File: src/rtl/mmcm_reset_sequencer.sv
// MMCM lock supervisor: pulses the MMCM reset, qualifies LOCKED, then releases an
// ordered reset tree; relocks automatically on lock loss and flags exhausted retries.
module mmcm_reset_sequencer #(
  parameter int TCQ                = 1,
  parameter int RST_PULSE_CYCLES   = 16,
  parameter int LOCK_TIMEOUT       = 65536,
  parameter int LOCK_STABLE_CYCLES = 256,
  parameter int N_STAGES           = 3,
  parameter int STAGE_DELAY        = 64,
  parameter int MAX_RETRIES        = 4
) (
  input  logic                clk_in,
  input  logic                reset,
  input  logic                mmcm_locked,
  input  logic                force_relock,
  output logic                mmcm_rst,
  output logic [N_STAGES-1:0] rst_stage,
  output logic                ready,
  output logic                fault,
  output logic [3:0]          retry_cnt,
  output logic [15:0]         lock_loss_cnt,
  output logic [2:0]          state
);

  localparam int MAX_AB  = (RST_PULSE_CYCLES > LOCK_TIMEOUT) ? RST_PULSE_CYCLES : LOCK_TIMEOUT;
  localparam int MAX_CD  = (LOCK_STABLE_CYCLES > STAGE_DELAY) ? LOCK_STABLE_CYCLES : STAGE_DELAY;
  localparam int MAX_CYC = (MAX_AB > MAX_CD) ? MAX_AB : MAX_CD;
  localparam int TW      = $clog2(MAX_CYC) + 1;

  // TCQ only models clock-to-out in behavioural sims; this RTL applies no delay.
  if (TCQ < 0 || N_STAGES < 1 || N_STAGES > 8) begin : g_bad_params
  end

  typedef enum logic [2:0] {
    S_RESET_PULSE = 3'd0,
    S_WAIT_LOCK   = 3'd1,
    S_STABLE      = 3'd2,
    S_RELEASE     = 3'd3,
    S_RUN         = 3'd4,
    S_FAULT       = 3'd5
  } state_t;

  state_t              state_r, state_next;
  logic [TW-1:0]       timer;
  logic [3:0]          stage_idx, stage_idx_next;
  logic [3:0]          retry_next;
  logic                timer_clear, loss_inc;
  logic [1:0]          sync_ff;
  logic                locked_s;
  logic                mmcm_rst_d, ready_d, fault_d;
  logic [N_STAGES-1:0] rst_stage_d;

  always_ff @(posedge clk_in or posedge reset) begin
    if (reset) sync_ff <= 2'b00;
    else       sync_ff <= {sync_ff[0], mmcm_locked};
  end

  assign locked_s = sync_ff[1];

  // State register plus every registered output and counter.
  always_ff @(posedge clk_in or posedge reset) begin
    if (reset) begin
      state_r       <= S_RESET_PULSE;
      timer         <= '0;
      stage_idx     <= '0;
      retry_cnt     <= '0;
      lock_loss_cnt <= '0;
      mmcm_rst      <= 1'b1;
      rst_stage     <= '1;
      ready         <= 1'b0;
      fault         <= 1'b0;
    end else begin
      state_r   <= state_next;
      stage_idx <= stage_idx_next;
      retry_cnt <= retry_next;
      if (timer_clear)     timer <= '0;
      else if (timer != '1) timer <= timer + TW'(1);
      if (loss_inc && lock_loss_cnt != 16'hFFFF) lock_loss_cnt <= lock_loss_cnt + 16'd1;
      mmcm_rst  <= mmcm_rst_d;
      rst_stage <= rst_stage_d;
      ready     <= ready_d;
      fault     <= fault_d;
    end
  end

  assign state = state_r;

  always_comb begin
    state_next     = state_r;
    stage_idx_next = stage_idx;
    retry_next     = retry_cnt;
    timer_clear    = 1'b0;
    loss_inc       = 1'b0;
    if (force_relock) begin
      state_next  = S_RESET_PULSE;
      timer_clear = 1'b1;
      if (state_r == S_FAULT) retry_next = '0;
    end else begin
      case (state_r)
        S_RESET_PULSE: if (timer == TW'(RST_PULSE_CYCLES - 1)) begin
          state_next  = S_WAIT_LOCK;
          timer_clear = 1'b1;
        end
        S_WAIT_LOCK: if (locked_s) begin
          state_next  = S_STABLE;
          timer_clear = 1'b1;
        end else if (timer == TW'(LOCK_TIMEOUT - 1)) begin
          timer_clear = 1'b1;
          if (retry_cnt < 4'(MAX_RETRIES)) begin
            retry_next = retry_cnt + 4'd1;
            state_next = S_RESET_PULSE;
          end else begin
            state_next = S_FAULT;
          end
        end
        S_STABLE: if (!locked_s) begin
          state_next  = S_WAIT_LOCK;
          timer_clear = 1'b1;
        end else if (timer == TW'(LOCK_STABLE_CYCLES - 1)) begin
          state_next     = S_RELEASE;
          timer_clear    = 1'b1;
          retry_next     = '0;
          stage_idx_next = '0;
        end
        // Lock loss is checked before the stage tick so it always wins.
        S_RELEASE: if (!locked_s) begin
          state_next  = S_RESET_PULSE;
          timer_clear = 1'b1;
          loss_inc    = 1'b1;
          retry_next  = '0;
        end else if (timer == TW'(STAGE_DELAY - 1)) begin
          timer_clear = 1'b1;
          if (stage_idx == 4'(N_STAGES - 1)) state_next = S_RUN;
          else                               stage_idx_next = stage_idx + 4'd1;
        end
        S_RUN: if (!locked_s) begin
          state_next  = S_RESET_PULSE;
          timer_clear = 1'b1;
          loss_inc    = 1'b1;
          retry_next  = '0;
        end
        S_FAULT: state_next = S_FAULT;
        default: begin
          state_next  = S_RESET_PULSE;
          timer_clear = 1'b1;
        end
      endcase
    end
  end

  always_comb begin
    mmcm_rst_d = (state_next == S_RESET_PULSE) || (state_next == S_FAULT);
    ready_d    = (state_next == S_RUN);
    fault_d    = (state_next == S_FAULT);
    for (int i = 0; i < N_STAGES; i++) begin
      rst_stage_d[i] = (state_next != S_RUN) &&
                       !((state_next == S_RELEASE) && (4'(i) <= stage_idx_next));
    end
  end

endmodule

File: config.mk
export PLATFORM = sky130hd
export DESIGN_NAME = mmcm_reset_sequencer
export DESIGN_NICKNAME = d
export VERILOG_FILES = /design/src/rtl/mmcm_reset_sequencer.sv
export SDC_FILE = /design/constraint.sdc
export NUM_CORES = 1
export LEC_CHECK = 0
export ABC_AREA = 1
export ABC_CLOCK_PERIOD_IN_PS = 2200
export CAP_MARGIN = 15
export CORE_MARGIN = 2
export CORE_UTILIZATION = 45
export DETAILED_ROUTE_END_ITERATION = 12
export PLACE_DENSITY_LB_ADDON = 0.25
export SLEW_MARGIN = 30
export SYNTH_ARGS = -nofsm -noshare
export SYNTH_HDL_FRONTEND = slang
export SYNTH_SLANG_ARGS = --single-unit
export TNS_END_PERCENT = 20
File: constraint.sdc
create_clock -name clk_in -period 2.2 [get_ports clk_in]
set_input_delay 0.55 -clock clk_in [delete_from_list [all_inputs] [get_ports clk_in]]
set_output_delay 0.55 -clock clk_in [all_outputs]
set_load 0.05 [all_outputs]
After elaboration in Yosys (flattened, before gate mapping). Cells that the tools add are included.

Register bits: 52. Input bits: 4. Output and inout bits: 29. Logic and storage cells: 100.

Add/sub/neg operators: 4. $lt $le $gt $ge: 4. Equality and inequality tests: 23. Muxes and demuxes: 42. Reductions and logical operators: 17.

Operators with widths (count): 4-bit 2-to-1 mux (14); 17-bit 2-to-1 mux (2); 3-bit 2-to-1 mux (11); 3-bit != test (second input constant) (7); 3-bit one-hot mux with 6 select lines (1); 17-bit by 1-bit adder with 17-bit output (second input constant) (1); 17-bit by 16-bit == test with 1-bit output (second input constant) (1); 17-bit by 4-bit == test with 1-bit output (second input constant) (1); 17-bit by 6-bit == test with 1-bit output (second input constant) (1); 17-bit by 8-bit == test with 1-bit output (second input constant) (1); 17-bit != test (second input constant) (1); 16-bit by 1-bit adder with 16-bit output (second input constant) (1); 16-bit != test (second input constant) (1); 3-bit == test (second input constant) (4); 4-bit one-hot mux with 3 select lines (1); 1-bit 2-to-1 mux (11); 3-bit by 2-bit == test with 1-bit output (second input constant) (3); 4-bit by 1-bit adder with 4-bit output (second input constant) (2); 1-bit by 4-bit less-or-equal comparator with 1-bit output (first input constant) (2); 4-bit one-hot mux with 2 select lines (1); 8-bit AND reduction (1); 1-bit logical AND (7); 3-bit zero test (2); 1-bit one-hot mux with 6 select lines (1); other kinds (10) (12).

Depth between registers and ports, before layout.
Depth after elaboration: 10. Mapped depth: 21. Mapped depth without buffers: 21.

Least setup slack after synthesis. No wires, ideal clock.

Path kind: register to register. From: reg timer[0]. To: reg rst_stage[1]. Setup time: 0.084 ns. Data arrival time: 2.230 ns. Setup slack: -0.114 ns. Stages on the path, launching flop included: 21. Period minus slack after synthesis: 2.314 ns. Cells stage by stage: dfrtp_1 > ha_1 > inv_1 > nor2_2 > nand2_1 > nor2_4 > nand3_1 > nor2_1 > ha_1 > nand2_1 > nor2_1 > nor2_1 > nand3_1 > nand2_1 > nor2_1 > nand3_2 > nand2_2 > nand2_1 > nand2_2 > inv_2 > o21bai_1.

Cells in the longest elaborated chain, start to end: 9. Elaborated cells between the ends (all ways): 25. Those cells by class: order compare: 1; eq/ne: 6; mux: 15; reduce/logical: 3.

Ends and longest elaborated chain: from (decl) (RTL line 44) `logic [TW-1:0] timer;`; from (signal assigned) (RTL line 77) `else if (timer != '1) timer <= timer + TW'(1);`; 17-bit by 6-bit == test with 1-bit output (tied with other cells) (RTL line 131) `end else if (timer == TW'(STAGE_DELAY - 1)) begin`; 4-bit 2-to-1 mux (tied with other cells) (RTL line 131); 4-bit 2-to-1 mux (tied with other cells) (RTL line 126) `S_RELEASE: if (!locked_s) begin`; 4-bit one-hot mux with 2 select lines or 3-bit one-hot mux with 6 select lines (tied branches) (RTL line 99) `case (state_r)`; 4-bit 2-to-1 mux or 3-bit 2-to-1 mux (tied branches) (RTL line 94) `if (force_relock) begin`; 1-bit by 4-bit less-or-equal comparator with 1-bit output or 3-bit by 2-bit == test with 1-bit output (tied branches) (RTL line 157) `!((state_next == S_RELEASE) && (4'(i) <= stage_idx_next));`; 1-bit logical AND (RTL line 157); 1-bit zero test (RTL line 157); 1-bit logical AND * (RTL line 156) `rst_stage_d[i] = (state_next != S_RUN) &&`; via rst_stage_d[1] (RTL line 51) `logic [N_STAGES-1:0] rst_stage_d;`; to (signal assigned) (RTL line 80) `rst_stage <= rst_stage_d;`; to (decl) (RTL line 17) `output logic [N_STAGES-1:0] rst_stage,`.

Mark *: on every way through the listed nets, which the timed path passes. The rest lies on a longest branch. A chain may end at the register's enable or synchronous reset.

Worst setup path in the final report.
From: reg timer[1]. To: reg rst_stage[1].

Same word-level chain as after synthesis.

==> metrics.yaml <==
violations: "setup timing"
worstPathRequired_ns: 2.44
path_clk_slew_ns: 0.10
cts-buffers-inserted: 5
fin_util_pct: 62.6
reg2regPathDepth: 20
ant_nets: 0
leakage_uw: 0.00194
drive_gt1_share_pct: 30.5
power_frac_seq_pct: 56.4
drt-vias-per-instance: 4.98
wl_per_cell_um: 12.8
yosysWarningCount: 0
finalMaxSlewViolations: 0
crit_fanout: 3
multi_input_area_mm2: 0.00152
cts_tree: "built"
synthesis.area_mm2: 0.00288
nets: 450
synth_nets: 359
io_buffers: 32
finalHoldViolCount: 0
min_path_cells: 0
track_usage_pct: 19.3
routed_wl_um: 6600
antenna_cells: 0
synthCells: 347
power_uw: 1770
area_delta_synth_final_pct: 36.6
maxCapViolCount: 0
ys_seq_elements: 52
regArea_mm2: 0.00131
setup_ws_ns: -0.255
drc: 0
clock-root-buffer: "clkbuf_8"
clockBufferDepth: 2
fillers: 514
place.detailed.hpwl_um: 4730
dieWidth_um: 83.9
worst_slew_pin_slew_ns: 0.524
ys_seq_area_share_pct: 45.4
crit_path_end_kind: "flip-flop"
drt-pass1-iter-count: 4
switching_share_pct: 26.9
dr_total_vias: 2568
clk_latency_ns: 0.31
slew_headroom_pct: 65.0
initial_core_util_pct: 45.8
internal_power_uw: 1290
die_h_um: 83.9
fin_skew_ns: 0.0111
cp.arrival_ns: 2.69
worstSetupStartpointType: "flip-flop"
setup_viol: 20
status: "finished with violations"
grt_overflow_total: 0
ir_drop_uv: 295
post-route-period-util_pct: 112
cellPowerDensity_mw_per_mm2: 451
grt_max_degree: 25
core_mm2: 0.00628
clkPwrFrac_pct: 31.8
clock_sinks: 52
rsz0062_at_grt: "true"
grt_pass1_wl_um: 11100
max_freq_mhz: 407
setup.worst_path.class: "reg2reg"
p_comb_share_pct: 11.8
whs_ns: 0.362
drt_iter0_drc: 136
first_global_vias: 2512
boundaryPins: 33
pre_cts_slack_ns: -0.231
cts_hold_buffers: 0
htree_num_levels: 2
dieArea_mm2: 0.00705
p_sw_uw: 476
place.gp.congestion: 0.934
antenna_found_initial: 0
hp-class: "reg2reg"
rows: 29
finalCriticalPeriod_ns: 2.46
avgSynthCellArea_um2: 8.29
yosysUniqueCellTypes: 39
sequential cells by signal (all words and copies together), names as in the netlist:
signal / flops
timer: 17
lock_loss_cnt: 16
retry_cnt: 4
stage_idx: 4
rst_stage: 3
state: 3
sync_ff: 2
fault: 1
mmcm_rst: 1
ready: 1
cell type report:
class	count	area share, %
Sequential cell	52	33.2
Clock buffer	5	1.75
Timing Repair Buffer	86	18.9
Clock inverter	3	0.573
Inverter	46	4.39
Tap cell	77	2.45
Multi-Input combinational cell	247	38.7
cell usage after synthesis:
cell type,instances,area share [%]
xnor2_1,6,1.8
clkbuf_1,1,0.13
o21bai_1,3,0.78
a21oi_2,2,0.61
xor2_1,17,5.2
nor3_2,2,0.70
dfrtp_1,48,42
nor2_4,4,1.6
nand4_2,1,0.44
nor3b_1,4,1.0
nand2_4,1,0.39
nand3_2,2,0.70
nor2_8,1,0.70
o211ai_1,1,0.26
a22oi_1,1,0.26
a21oi_1,9,1.6
inv_1,33,4.3
nor3_1,6,1.0
nand4_1,3,0.65
nor4_1,2,0.44
clkinv_1,1,0.13
inv_2,12,1.6
nand3b_1,1,0.26
nor2_1,48,6.3
o211ai_2,1,0.44
nand2_2,5,1.1
nor3_4,1,0.57
nand2_1,75,9.8
buf_2,1,0.17
o21ai_1,5,0.87
nor3b_2,1,0.44
nor2_2,5,1.1
a211oi_1,1,0.26
nand3_1,20,3.5
o21ai_0,8,1.4
o21a_1,1,0.26
ha_1,8,3.5
dfstp_2,4,3.7
a31oi_1,2,0.44
critical path, stage by stage, from the launching register on:
cell	delay, ns
dfrtp_1	0.37
ha_2	0.19
inv_2	0.05
nor2_4	0.11
nand2_2	0.07
nor2_4	0.13
nand3_2	0.09
nor2_4	0.15
ha_4	0.16
nand2_2	0.05
nor2_2	0.12
nor2_2	0.05
nand3_1	0.09
nand2_1	0.08
nor2_2	0.15
nand3_2	0.10
nand2_2	0.10
nand2_2	0.05
nand2_2	0.08
inv_2	0.04
o21bai_1	0.14
power groups by stage:
stage | logic (µW) | registers, µW | clock network [µW]
2_1_floorplan | 72.0 | 1050 | 0
3_3_place_gp | 181 | 1020 | 0
3_5_place_dp | 186 | 1020 | 0
4_1_cts | 197 | 998 | 580
5_1_grt | 233 | 1000 | 624
6_report | 209 | 998 | 564
kinds of logic after synthesis:
kind of cell	after synthesis	share of synthesized area, %
buffers and inverters	48	6.31
XOR/XNOR	23	7.01
AO/OA/AOI/OAI	34	7.14
flip-flops	52	45.4
AND/OR/NAND/NOR	182	30.6
adder cells (fa/ha/maj)	8	3.48
stage by stage:
step	TNS (ns)	area [µm²]	instances
6_report	-2.35	3930	516
5_1_grt	-5.85	3930	516
4_1_cts	-0.724	3770	507
3_5_place_dp	-1.44	3590	492
3_3_place_gp	-0.335	3590	492
2_1_floorplan	-0.0924	2890	347
placed cells by master (no fill, tap or decap), types with 4 or more instances in the layout:
master	Yosys	layout
nand2_2	5	11
nand2_1	75	69
dfrtp_1	48	48
inv_2	12	15
nor2_4	4	7
o21ai_1	5	4
xnor2_1	6	6
nand3_1	20	19
buf_4	0	53
nor2_2	5	8
o21ai_0	8	7
clkdlybuf4s50_1	0	28
xor2_1	17	16
nor3_1	6	5
nor2_1	48	42
ha_1	8	5
clkbuf_8	0	5
dfstp_2	4	4
inv_1	33	30
a21oi_2	2	4
a21oi_1	9	7
metal layers:
layer  global-route usage, %  up-vias  routed length, µm
met2                    31.9       49               3300
met4                    7.18        0                156
met3                    3.76       14                191
met5                       0        -                  0
li1                        -     1281                  -
met1                    25.0     1224               2950
path summary, 6_finish.rpt:
check	startpoint	end	slack, ns
worst max-delay path	timer[1]	rst_stage[1]	-0.26
worst min-delay path	sync_ff[0]	sync_ff[1]	0.36
worst max register to register	timer[1]	rst_stage[1]	-0.26
worst min register to register	sync_ff[0]	sync_ff[1]	0.36
max in group asynchronous	reset	lock_loss_cnt[6]	1.12
min in group asynchronous	reset	lock_loss_cnt[5]	0.58
repair_timing:
item,CTS,global route
gates cloned,0,0
setup buffers,7,9
pin swaps,14,24
setup endpoints to repair,13,28
gates resized for setup,13,23
No activity file was read; power rests on OpenSTA's default activity.
